--- src/rtl/spi_ram_pkg.sv ---
// Shared definitions for the SPI-to-RAM command front end: frame/data widths,
// RAM opcodes and the controller state encoding.
package spi_ram_pkg;

  localparam int DEFAULT_FRAME_W = 10;
  localparam int DEFAULT_DATA_W  = 8;

  localparam logic [1:0] OP_WR_ADDR = 2'b00;
  localparam logic [1:0] OP_WR_DATA = 2'b01;
  localparam logic [1:0] OP_RD_ADDR = 2'b10;
  localparam logic [1:0] OP_RD_DATA = 2'b11;

  typedef enum logic [2:0] {
    ST_IDLE      = 3'd0,
    ST_CHK_CMD   = 3'd1,
    ST_WRITE     = 3'd2,
    ST_READ_ADD  = 3'd3,
    ST_READ_DATA = 3'd4
  } state_t;

endpackage

--- src/rtl/spi_slave_ctrl_if.sv ---
// RAM-side command handshake: frames go out on rx_data/rx_valid and read data
// comes back on tx_data/tx_valid.
interface spi_slave_ctrl_if
  import spi_ram_pkg::*;
#(
  parameter int FRAME_W = DEFAULT_FRAME_W,
  parameter int DATA_W  = DEFAULT_DATA_W
);

  logic [FRAME_W-1:0] rx_data;
  logic               rx_valid;
  logic [DATA_W-1:0]  tx_data;
  logic               tx_valid;

  modport master (
    output rx_data,
    output rx_valid,
    input  tx_data,
    input  tx_valid
  );

  modport slave (
    input  rx_data,
    input  rx_valid,
    output tx_data,
    output tx_valid
  );

endinterface

--- src/rtl/spi_shift_reg.sv ---
// Generic left-shifting register with parallel load; load has priority over
// shift. Serves as both the serial-in frame register and the MISO register.
module spi_shift_reg #(
  parameter int W = 8
) (
  input  logic         clk,
  input  logic         rst_n,
  input  logic         load,
  input  logic [W-1:0] load_data,
  input  logic         shift,
  input  logic         shift_in,
  output logic [W-1:0] q
);

  logic [W-1:0] shifted;

  genvar gi;
  generate
    for (gi = 0; gi < W; gi++) begin : g_bit
      if (gi == 0) begin : g_lsb
        assign shifted[gi] = shift_in;
      end else begin : g_upper
        assign shifted[gi] = q[gi-1];
      end
    end
  endgenerate

  always_ff @(posedge clk or negedge rst_n) begin
    if (!rst_n) begin
      q <= '0;
    end else if (load) begin
      q <= load_data;
    end else if (shift) begin
      q <= shifted;
    end
  end

endmodule

--- src/rtl/spi_slave_ctrl.sv ---
// SPI slave that turns 10-bit MOSI command frames into RAM commands and
// returns one read byte on MISO after each read-data frame.
module spi_slave_ctrl
  import spi_ram_pkg::*;
#(
  parameter int FRAME_W = DEFAULT_FRAME_W,
  parameter int DATA_W  = DEFAULT_DATA_W
) (
  input  logic             clk,
  input  logic             rst_n,
  input  logic             ss_n,
  input  logic             mosi,
  output logic             miso,
  spi_slave_ctrl_if.master ram
);

  // Counter phases inside a frame state: 0..CNT_LAST receiving payload bits,
  // CNT_DONE frame complete, CNT_WAIT waiting for tx_valid, CNT_SENT byte taken.
  localparam int CNT_W = $clog2(FRAME_W + 2);
  localparam logic [CNT_W-1:0] CNT_LAST = CNT_W'(FRAME_W - 2);
  localparam logic [CNT_W-1:0] CNT_DONE = CNT_W'(FRAME_W - 1);
  localparam logic [CNT_W-1:0] CNT_WAIT = CNT_W'(FRAME_W);
  localparam logic [CNT_W-1:0] CNT_SENT = CNT_W'(FRAME_W + 1);

  state_t             state_reg;
  logic [CNT_W-1:0]   cnt_reg;
  logic               rd_addr_seen_reg;
  logic               miso_reg;
  logic               rx_valid_reg;
  logic [FRAME_W-1:0] rx_data_reg;

  logic [FRAME_W-2:0] frame_q;
  logic [DATA_W-1:0]  piso_q;
  logic [DATA_W-1:0]  piso_load_data;
  logic               in_frame;
  logic               frame_load;
  logic               frame_shift;
  logic               tx_capture;
  logic               tx_shift;
  logic               piso_load;

  assign in_frame    = !ss_n && (state_reg inside {ST_WRITE, ST_READ_ADD, ST_READ_DATA});
  assign frame_load  = (state_reg == ST_IDLE);
  assign frame_shift = (!ss_n && state_reg == ST_CHK_CMD) || (in_frame && cnt_reg < CNT_LAST);

  assign tx_capture  = in_frame && state_reg == ST_READ_DATA && cnt_reg == CNT_WAIT && ram.tx_valid;
  // A marker 1 trails the data bits; the byte is finished once only it is left.
  assign tx_shift    = in_frame && state_reg == ST_READ_DATA && cnt_reg == CNT_SENT
                       && (|piso_q[DATA_W-2:0]);
  assign piso_load      = frame_load || tx_capture;
  assign piso_load_data = tx_capture ? {ram.tx_data[DATA_W-2:0], 1'b1} : '0;

  spi_shift_reg #(.W(FRAME_W - 1)) u_frame_sr (
    .clk       (clk),
    .rst_n     (rst_n),
    .load      (frame_load),
    .load_data ('0),
    .shift     (frame_shift),
    .shift_in  (mosi),
    .q         (frame_q)
  );

  spi_shift_reg #(.W(DATA_W)) u_miso_sr (
    .clk       (clk),
    .rst_n     (rst_n),
    .load      (piso_load),
    .load_data (piso_load_data),
    .shift     (tx_shift),
    .shift_in  (1'b0),
    .q         (piso_q)
  );

  always_ff @(posedge clk or negedge rst_n) begin
    if (!rst_n) begin
      state_reg        <= ST_IDLE;
      cnt_reg          <= '0;
      rd_addr_seen_reg <= 1'b0;
      miso_reg         <= 1'b0;
      rx_valid_reg     <= 1'b0;
      rx_data_reg      <= '0;
    end else begin
      rx_valid_reg <= 1'b0;
      if (state_reg != ST_IDLE && ss_n) begin
        // Deselect drops any partial frame or byte in flight.
        state_reg <= ST_IDLE;
        cnt_reg   <= '0;
        miso_reg  <= 1'b0;
      end else begin
        case (state_reg)
          ST_IDLE: begin
            miso_reg <= 1'b0;
            cnt_reg  <= '0;
            if (!ss_n) begin
              state_reg <= ST_CHK_CMD;
            end
          end
          ST_CHK_CMD: begin
            cnt_reg <= '0;
            if (!mosi) begin
              state_reg <= ST_WRITE;
            end else if (!rd_addr_seen_reg) begin
              state_reg <= ST_READ_ADD;
            end else begin
              state_reg <= ST_READ_DATA;
            end
          end
          ST_WRITE, ST_READ_ADD, ST_READ_DATA: begin
            if (cnt_reg < CNT_DONE) begin
              cnt_reg  <= cnt_reg + CNT_W'(1);
              miso_reg <= 1'b0;
              if (cnt_reg == CNT_LAST) begin
                rx_data_reg  <= {frame_q, mosi};
                rx_valid_reg <= 1'b1;
                if (state_reg == ST_READ_ADD) begin
                  rd_addr_seen_reg <= 1'b1;
                end else if (state_reg == ST_READ_DATA) begin
                  rd_addr_seen_reg <= 1'b0;
                end
              end
            end else if (state_reg == ST_READ_DATA) begin
              // The edge right after completion is skipped so a stale tx_valid is ignored.
              if (cnt_reg == CNT_DONE) begin
                cnt_reg  <= CNT_WAIT;
                miso_reg <= 1'b0;
              end else if (tx_capture) begin
                cnt_reg  <= CNT_SENT;
                miso_reg <= ram.tx_data[DATA_W-1];
              end else if (tx_shift) begin
                miso_reg <= piso_q[DATA_W-1];
              end else begin
                miso_reg <= 1'b0;
              end
            end else begin
              miso_reg <= 1'b0;
            end
          end
          default: begin
            state_reg <= ST_IDLE;
            cnt_reg   <= '0;
            miso_reg  <= 1'b0;
          end
        endcase
      end
    end
  end

  assign miso         = miso_reg;
  assign ram.rx_data  = rx_data_reg;
  assign ram.rx_valid = rx_valid_reg;

endmodule

--- src/flat_wrapper.sv ---
// flat-port wrapper written by rule: the top's interface ports become plain ports
module spi_slave_ctrl_flat import spi_ram_pkg::*;
#(
  parameter int FRAME_W = DEFAULT_FRAME_W,
  parameter int DATA_W  = DEFAULT_DATA_W
)
  (clk, rst_n, ss_n, mosi, miso, ram_rx_data, ram_rx_valid, ram_tx_data, ram_tx_valid);
  spi_slave_ctrl_if #(.FRAME_W(FRAME_W), .DATA_W(DATA_W)) ram_i ();
  input  logic clk;
  input  logic rst_n;
  input  logic ss_n;
  input  logic mosi;
  output logic miso;
  output wire logic [$bits(ram_i.rx_data)-1:0] ram_rx_data;
  output wire logic [$bits(ram_i.rx_valid)-1:0] ram_rx_valid;
  input wire logic [$bits(ram_i.tx_data)-1:0] ram_tx_data;
  input wire logic [$bits(ram_i.tx_valid)-1:0] ram_tx_valid;
  assign ram_rx_data = ram_i.rx_data;
  assign ram_rx_valid = ram_i.rx_valid;
  assign ram_i.tx_data = ram_tx_data;
  assign ram_i.tx_valid = ram_tx_valid;
  spi_slave_ctrl #(.FRAME_W(FRAME_W), .DATA_W(DATA_W)) u_core (.clk(clk), .rst_n(rst_n), .ss_n(ss_n), .mosi(mosi), .miso(miso), .ram(ram_i));
endmodule
--- config.mk ---
export PLATFORM = sky130hd
export DESIGN_NAME = spi_slave_ctrl_flat
export DESIGN_NICKNAME = d
export VERILOG_FILES = /design/src/rtl/spi_ram_pkg.sv /design/src/rtl/spi_slave_ctrl_if.sv /design/src/rtl/spi_shift_reg.sv /design/src/rtl/spi_slave_ctrl.sv /design/src/flat_wrapper.sv
export SDC_FILE = /design/constraint.sdc
export NUM_CORES = 1
export LEC_CHECK = 0
export ABC_AREA = 1
export BUFFER_PORTS_ARGS = -buffer_cell sky130_fd_sc_hd__buf_2
export CAP_MARGIN = 20
export CELL_PAD_IN_SITES_DETAIL_PLACEMENT = 1
export CELL_PAD_IN_SITES_GLOBAL_PLACEMENT = 1
export CORE_MARGIN = 2
export CORE_UTILIZATION = 42
export CTS_BUF_LIST = sky130_fd_sc_hd__clkbuf_8 sky130_fd_sc_hd__clkbuf_16
export DETAILED_ROUTE_END_ITERATION = 8
export GPL_ROUTABILITY_DRIVEN = 0
export PLACE_DENSITY = 0.84
export SKIP_CTS_REPAIR_TIMING = 1
export SYNTH_ARGS = -nofsm -noshare
export SYNTH_HDL_FRONTEND = slang
export SYNTH_SLANG_ARGS = --single-unit
--- constraint.sdc ---
create_clock -name clk -period 2.3 [get_ports clk]
set_clock_uncertainty 0.1 [all_clocks]
set_input_delay 0.23 -clock clk [delete_from_list [all_inputs] [get_ports clk]]
set_output_delay 0.23 -clock clk [all_outputs]
set_load 0.05 [all_outputs]
==> metrics.md <==
| Metric | Value |
|---|---|
| Synthesized Nets | `263` |
| Final hold viol count | `0` |
| Critical path peak fanout | `12` |
| PwrDens | `870 nW/µm²` |
| Die Y-Extent | `72.7 µm` |
| Final Util | `51.1%` |
| Area grow syn2layout | `14.5%` |
| Clock Path Buffers | `2` |
| Row count | `24` |
| Pin count of the biggest net entering global routing | `38` |
| Initial detailed-routing violation count | `77` |
| Final Slew Violations | `0` |
| Worst setup margin | `0.423 ns` |
| Synthesized area per cell | `8.06 µm²` |
| Most common cell in the netlist | `nand2_1` |
| Multi-input logic area | `950 µm²` |
| Die width | `72.7 µm` |
| Setup violations, final | `0` |
| Met3 GRT Util | `4.14%` |
| Worst slew margin | `44.6%` |
| I/O pin cnt | `25` |
| Via Count | `1736` |
| Post-synth EDFFs | `0` |
| Sequential power share | `39.8%` |
| Post-layout nets | `292` |
| Req. time, crit path | `2.44 ns` |
| Critical path capture point type | `flip-flop` |
| Distinct cells, synth | `25` |
| Synth cell count leaders | `91 x nand2_1, 37 x dfrtp_1, 34 x nand3_1, 13 x nor2_1, 13 x o21ai_0` |
| # Max-Cap Violations | `0` |
| Post-synth top area share | `46.7%` |
| Fin crit period | `1.88 ns` |
| Comb pwr share | `29.4%` |
| Clock buffer count from CTS | `5` |
| TNS Setup | `0 ns` |
| Syn. warnings | `0` |
| Share of cells above drive strength 1 | `20.3%` |
| Critical path startpoint | `u_core.cnt_reg[0]$_DFFE_PN0P_` |
| CTS clock-pin slew for the worst setup and hold paths | `0.08 ns` |
| Wire length per cell | `15.2 µm` |
| FF+latch area | `926 µm²` |
| Switching Fraction | `37.9%` |
| Clk root buf | `clkbuf_8` |
| Syn Std Cell Area | `1980 µm²` |
| GRT overflow | `0` |
| Total GRT Usage | `20.9%` |
| # port buffers | `24` |
| Crit start category | `flip-flop` |
| Post-synth top area cell | `dfrtp_1` |
| Mapped Cells | `246` |
| RSZ-0062 raised after global routing | `no` |
| H-tree level count | `2` |
| Global-route met1 utilization | `27.5%` |
| # clock sinks | `37` |
| DR DRC count | `0` |
| Leak | `1.32 nW` |
| NetSw | `749 µW` |
| Largest cells by area after synthesis | `dfrtp_1 47%, nand2_1 17%, nand3_1 8.6%, nand2_4 5.1%, o21ai_0 3.3%` |
| Sequential area share after synthesis | `46.7%` |
| Worst Setup Path Type | `reg2reg` |
| Busiest metal layer after global routing | `met2` |
| Clock power frac | `30.7%` |
| Pre-antenna DRT Iters | `4` |
| CP arrival | `2.02 ns` |
| Filler Cell Count | `559` |
| Core area | `4440 µm²` |
| R2r startpoint | `u_core.cnt_reg[0]$_DFFE_PN0P_` |
| CTS tree | `yes` |
| Worst-Skew Late Latency | `0.30 ns` |
| Asr flop ratio synth | `100%` |
| Starting Density | `44.6%` |
| Antenna Cells | `0` |
| DIE AREA | `5280 µm²` |
| Dpl hpwl | `3590 µm` |
| Register bit total from synthesis | `37` |
| Pwr Total | `1.97 mW` |
| Hold wc startpoint | `ram_tx_data[7]` |
| Final Cycle Share | `81.6%` |
| Cell-internal power | `1.23 mW` |
| Antenna violations before repair | `0` |
| ANT nets after route | `0` |
| Via density per instance | `5.29` |
| Post-Route WL | `4970 µm` |
| Setup WS pre-CTS | `0.140 ns` |
| Vias in the first global route | `1796` |
| Ys flop type | `dfrtp_1` |
| Outcome | `completed` |
| First-pass GRT wire length | `8530 µm` |
| HP Class | `in2reg` |
| Worst slew pin tran | `0.831 ns` |
| Worst vdd ir | `0.277 mV` |
| Fmax | `0.533 GHz` |
| Max reg flops | `10` |
| Met2 Usage GRT | `35.3%` |
==> cell type report <==
class | count | area share (%)
flip-flops and latches | 37 | 40.8
inverters | 17 | 3.14
well taps | 52 | 2.87
clock inverters | 2 | 1.65
repair buffers | 26 | 6.06
clock buffers | 6 | 3.64
multi-input cells | 188 | 41.8
==> routing by layer <==
| layer | vias up | wire length [µm] |
|---|---|---|
| met3 | 9 | 117 |
| met2 | 24 | 2530 |
| met1 | 844 | 2270 |
| met5 | - | 0 |
| li1 | 859 | - |
| met4 | 0 | 56 |
==> final timing paths <==
check | end | slack [ns] | cells past startpoint
worst min register to register | u_core.ram.rx_data[2]$_DFFE_PN0P_ | 0.39 | 2
min in group asynchronous | u_core.cnt_reg[1]$_DFFE_PN0P_ | 0.47 | 2
worst max register to register | u_core.ram.rx_data[5]$_DFFE_PN0P_ | 0.42 | 9
max in group asynchronous | u_core.miso$_DFFE_PN0P_ | 1.10 | 2
worst min-delay path | u_core.miso$_DFFE_PN0P_ | 0.09 | 3
worst max-delay path | u_core.ram.rx_data[5]$_DFFE_PN0P_ | 0.42 | 9
==> cell usage in the layout, fill, tap and decap left out <==
cell and instances:
o21ai_1 4, nor2_8 1, nand3_2 1, inv_2 5, clkinvlp_4 1, nand3_1 34
nand3b_1 1, dlygate4sd3_1 1, nor2_4 2, a31oi_1 1, bufinv_16 1, nand2_2 2
o21ai_0 13, o22ai_1 1, nand2_4 9, a21oi_1 4, buf_4 1, dfrtp_1 37
xor2_1 2, nand4_1 4, nand2_1 91, clkbuf_8 6, inv_1 9, buf_2 24
nor3_1 1, nor2_1 13, inv_4 3, ha_1 4
==> cell families after synthesis <==
| kind of cell | Yosys count | share of synthesized area, % |
|---|---|---|
| flops | 37 | 46.7 |
| xor+xnor | 2 | 0.884 |
| buf+inv | 21 | 5.37 |
| compound gates | 23 | 5.93 |
| simple gates | 159 | 38.6 |
| fa+ha+maj | 4 | 2.53 |
==> through the flow <==
step	hold slack (ns)	instances	cell area [µm²]
floorplan	-0.166	246	1980
global placement	0.283	318	2130
detailed placement	0.283	318	2130
CTS	-0.0380	326	2250
global route	0.111	328	2270
finish	0.0920	328	2270
==> power groups by stage <==
stage	sequential, mW	combinational [mW]	clock (mW)
floorplan	0.774	0.447	0
global placement	0.794	0.560	0
detailed placement	0.800	0.574	0
CTS	0.786	0.578	0.613
global route	0.795	0.656	0.639
finish	0.786	0.581	0.606
==> critical path: stages, from the launching register on <==
cell	delay (ns)
dfrtp_1	0.43
inv_1	0.14
ha_1	0.19
nand2_1	0.08
nand2_1	0.13
nand4_1	0.12
buf_4	0.19
nor2_4	0.23
nand2_1	0.11
nand2_1	0.08
No activity file was read; power rests on OpenSTA's default activity.
